$ cat src/rtl/aesl_proc_deadlock_detect.sv
// rtl/aesl_proc_deadlock_detect.sv - per-process stall timer, deadlock flag and cycle-walk token hop
module aesl_proc_deadlock_detect #(
  parameter int PROC_NUM     = 4,
  parameter int PROC_ID      = 0,
  parameter int STALL_CYCLES = 1000
) (
  input  logic                reset,
  input  logic                clock,
  input  logic [PROC_NUM-1:0] dep_vec,
  input  logic [PROC_NUM-1:0] blocked_vec,
  input  logic [PROC_NUM-1:0] token_in_vec,
  input  logic [PROC_NUM-1:0] origin,
  input  logic                token_clear,
  input  logic                dl_detect_in,
  output logic                blocked,
  output logic                dl_out,
  output logic [PROC_NUM-1:0] token_out_vec
);

  localparam int CW = $clog2(STALL_CYCLES + 1);
  localparam logic [CW-1:0] LP_CNT_LAST = CW'(STALL_CYCLES - 1);
  localparam logic [PROC_NUM-1:0] LP_SELF = PROC_NUM'(1) << PROC_ID;

  typedef enum logic [1:0] {
    RUN     = 2'd0,
    STALL   = 2'd1,
    BLOCKED = 2'd2,
    TOKEN   = 2'd3
  } state_t;

  state_t              r_state;
  logic [CW-1:0]       r_cnt;
  logic                r_reported;
  logic                r_visited;
  logic [PROC_NUM-1:0] r_token_out;

  logic [PROC_NUM-1:0] w_dep_other;
  logic [PROC_NUM-1:0] w_cand;
  logic [PROC_NUM-1:0] w_dep_sel;
  logic [PROC_NUM-1:0] w_unblocked_dep;
  logic                w_stall;
  logic                w_in_blocked;
  logic                w_token_hit;
  logic                w_local_dl;
  logic                w_take;
  logic                w_cnt_last;

  assign w_dep_other     = dep_vec & ~LP_SELF;
  assign w_stall         = |w_dep_other;
  assign w_cand          = w_dep_other & blocked_vec;
  // Two's-complement trick isolates the lowest set bit of the candidate set.
  assign w_dep_sel       = w_cand & (~w_cand + PROC_NUM'(1));
  assign w_unblocked_dep = w_dep_other & ~blocked_vec;
  assign w_cnt_last      = (r_cnt == LP_CNT_LAST);

  assign w_in_blocked = (r_state == BLOCKED) || (r_state == TOKEN);
  assign w_token_hit  = w_in_blocked && (|(token_in_vec & ~LP_SELF));
  assign w_local_dl   = (r_state == BLOCKED) && (w_unblocked_dep == '0) &&
                        !dl_detect_in && !r_reported;
  // token_clear in the same cycle suppresses the take; !stall is handled by the FSM order.
  assign w_take       = w_stall && !r_visited && (origin[PROC_ID] || w_token_hit) &&
                        !token_clear;

  assign blocked       = w_in_blocked;
  assign dl_out        = w_local_dl || w_token_hit;
  assign token_out_vec = r_token_out;

  always_ff @(posedge clock or negedge reset) begin
    if (!reset) begin
      r_state     <= RUN;
      r_cnt       <= '0;
      r_reported  <= 1'b0;
      r_visited   <= 1'b0;
      r_token_out <= '0;
    end else begin
      r_token_out <= '0;

      if (!w_stall) begin
        r_cnt <= '0;
      end else if (r_cnt != {CW{1'b1}}) begin
        r_cnt <= r_cnt + CW'(1);
      end

      if (w_local_dl) begin
        r_reported <= 1'b1;
      end
      if (token_clear) begin
        r_visited <= 1'b0;
      end

      case (r_state)
        RUN: begin
          if (w_stall) begin
            r_state <= w_cnt_last ? BLOCKED : STALL;
          end
        end
        STALL: begin
          if (!w_stall) begin
            r_state <= RUN;
          end else if (w_cnt_last) begin
            r_state <= BLOCKED;
          end
        end
        BLOCKED: begin
          if (!w_stall) begin
            r_state <= RUN;
          end else if (w_take) begin
            r_state     <= TOKEN;
            r_token_out <= w_dep_sel;
            r_visited   <= 1'b1;
          end
        end
        TOKEN: begin
          r_state <= w_stall ? BLOCKED : RUN;
        end
        default: r_state <= RUN;
      endcase

      // Every state falls back to RUN when the stall ends, closing the blocking episode.
      if (!w_stall) begin
        r_reported <= 1'b0;
        r_visited  <= 1'b0;
      end
    end
  end

endmodule
$ cat config.mk
export PLATFORM = sky130hd
export DESIGN_NAME = aesl_proc_deadlock_detect
export DESIGN_NICKNAME = d
export VERILOG_FILES = /design/src/rtl/aesl_proc_deadlock_detect.sv
export SDC_FILE = /design/constraint.sdc
export NUM_CORES = 1
export LEC_CHECK = 0
export CORE_MARGIN = 4
export CORE_UTILIZATION = 25
export CTS_CLUSTER_DIAMETER = 30
export DETAILED_ROUTE_END_ITERATION = 8
export HOLD_SLACK_MARGIN = 0.1
export PLACE_DENSITY_LB_ADDON = 0.12
export SYNTH_ARGS = -nofsm -noshare
export SYNTH_HDL_FRONTEND = slang
export SYNTH_SLANG_ARGS = --single-unit
$ cat constraint.sdc
create_clock -name clock -period 1.9 [get_ports clock]
set_clock_uncertainty 0.2 [all_clocks]
set_input_delay 0.19 -clock clock [delete_from_list [all_inputs] [get_ports clock]]
set_output_delay 0.19 -clock clock [all_outputs]
set_load 0.005 [all_outputs]
==> flow_metrics.tcl <==
set metrics [dict create \
    rrSetupSlack_ns 0.11 \
    drt_iter0_markers 13 \
    area_growth_pct 41.7 \
    rsz0062_at_grt "no" \
    clk_path_buf_depth 2 \
    worstPathRequired_ns 1.88 \
    fmaxAchievable_ghz 0.558 \
    cts.root.buffer_cell "clkbuf_4" \
    grt_pass1_wl_um 3390 \
    grt_pass1_vias 776 \
    synth.distinct_cells 35 \
    reg2reg_from "r_cnt[0]" \
    setup_slack_ns 0.107 \
    tns_ns 0 \
    coreArea_um2 3390 \
    routabilityCongestion 0.709 \
    ioPinCount 26 \
    die_y_um 67.6 \
    fin_crit_ns 1.79 \
    critPathMaxFanout 5 \
    startpoint "r_cnt[0]" \
    postCtsSetupBuffers 0 \
    syn_area_per_cell_um2 10.1 \
    place_hpwl_um 1420 \
    cap_violations 0 \
    dieArea_um2 4570 \
    fin_crit_sh_pct 94.4 \
    cts_tree "done" \
    fin_util_pct 37.1 \
    die_x_um 67.6 \
    pre_cts_slack_ns -0.474 \
    start_util_pct 26.2 \
    wirelength_um 1980 \
    synth_seq_cells 17 \
    overflow 0 \
    portBuffers 18 \
    critPathKind "flip-flop to flip-flop" \
    final-setup-viol-count 0 \
    hp-start "blocked_vec[3]" \
    seq_area_frac_synth_pct 47.9 \
    avgRoutedWirePerCell_um 12.1 \
    synth_cells 88 \
    worstPathArrival_ns 1.77 \
    hp-class "primary input to flip-flop" \
    clock-sinks 17 \
    final_nets 140 \
    antenna_found_initial 0 \
    syn_area_um2 888 \
    status "completed" \
    ant_nets 0 \
    drc 0 \
    synth_fp_nets 109 \
    vdd_ir_drop_max_mv 0.371 \
    clock_latency_ns 0.29 \
    hold_ws_ns 0.211 \
    routed_via_density 4.55 \
    first_pass_iters 2 \
    ys.warnings.count 0 \
    htree_levels 1 \
    start_kind "flip-flop" \
    antenna_cells 0 \
    maxSlewViolCount 0 \
    grt_max_degree 18 \
    power.leakage_nw 0.533 \
    num_vias 747 \
    path_clk_slew_ns 0.11 \
    cts_buffers 3 \
    finalHoldViolations 0 \
    grt_use_total_pct 9.59 \
    drive_gt1_share_pct 26.3 \
    rows 21 \
    p_per_area_nw_per_um2 708 \
    cp-end-kind "flip-flop" \
]
-- Yosys cell counts, drive strengths merged --
cell	instances	area share [%]
mux2	1	1.3
nor4	2	2.1
nor2	12	5.6
buf	2	1.4
xor2	1	0.99
or4	1	1.3
a2111oi	1	0.99
a31oi	3	2.1
nor2b	3	2.1
conb	1	0.42
dfrtp	17	48
ha	1	1.4
and4b	1	1.1
o21ai	2	1.1
o31ai	2	1.7
nand2b	2	1.4
nand3	5	5.4
nor3b	2	2.8
nand4	1	0.70
clkbuf	1	0.42
a211oi	2	2.3
inv	4	1.7
nor3	8	5.8
nand2	4	1.7
a21oi	5	2.8
a31o	1	0.99
mux2i	1	1.1
and3	2	1.4
-- per-layer routing --
metal | global-route usage (%) | routed length (µm) | up-vias
met5 | 0 | 0 | -
met4 | 3.04 | 11 | 0
met3 | 3.00 | 176 | 2
met2 | 16.5 | 886 | 18
met1 | 11.2 | 904 | 353
li1 | - | - | 374
-- power breakdown --
part	switching [mW]	internal, mW	leakage, nW
Clock	0.117	0.0816	0.0150
Sequential	0.0831	0.411	0.225
Combinational	0.0938	0.104	0.294
-- stage by stage --
stage / instances / area (µm²) / total power, mW
floorplan: 88 / 888 / 0.604
global placement: 158 / 1180 / 0.691
detailed placement: 158 / 1180 / 0.694
CTS: 163 / 1230 / 0.905
global route: 164 / 1260 / 0.962
finish: 164 / 1260 / 0.891
-- registers in the layout, summed over array words and instances (netlist names) --
signal         flops
r_cnt             10
r_visited          1
token_out_vec      3
r_state            2
r_reported         1
-- cell families after synthesis --
kind of cell    share of synthesized area [%]
flops                                    47.9
compound gates                           12.0
simple gates                             31.4
other cells                             0.422
buf+inv                                  3.52
mux                                      2.39
fa+ha+maj                                1.41
xor+xnor                                0.986
-- final cells by class --
class                      instances  area [µm²]
fill                             331        2130
multi-input combinational         64         469
sequential                        17         425
timing repair buffer              29         265
tap                               46        57.6
clock buffer                       4        26.3
inverter                           4        15.0
-- repair_timing --
action                                 in CTS  in global routing
setup endpoints to repair                   1                  1
hold buffers                                1                  1
pin swaps                                   1                  2
resized for setup                          10                  5
endpoints found under the hold margin      17                  1
-- critical path, cell delays in order, from the launching register on --
cell     delay [ns]
dfrtp_1        0.44
ha_1           0.24
nand3_2        0.12
nor2_2         0.07
nor4_2         0.24
mux2_2         0.36
-- placed cells by master, fill, tap and decap left out, types with 3 or more instances in the layout --
cell type	n
inv_1	3
clkbuf_4	3
a31oi_1	3
buf_4	9
clkdlybuf4s50_1	16
nor3_1	7
nand2_1	4
dfrtp_1	17
a21oi_1	5
nor2_1	10
-- worst paths after layout --
kind	endpoint	depth (start not counted)
max reg2reg	r_cnt[7]	5
max in group asynchronous	r_cnt[9]	3
max	r_cnt[7]	5
min	r_reported	6
min reg2reg	r_reported	2
min in group asynchronous	r_reported	3
Power figures use the tool's default switching activity.
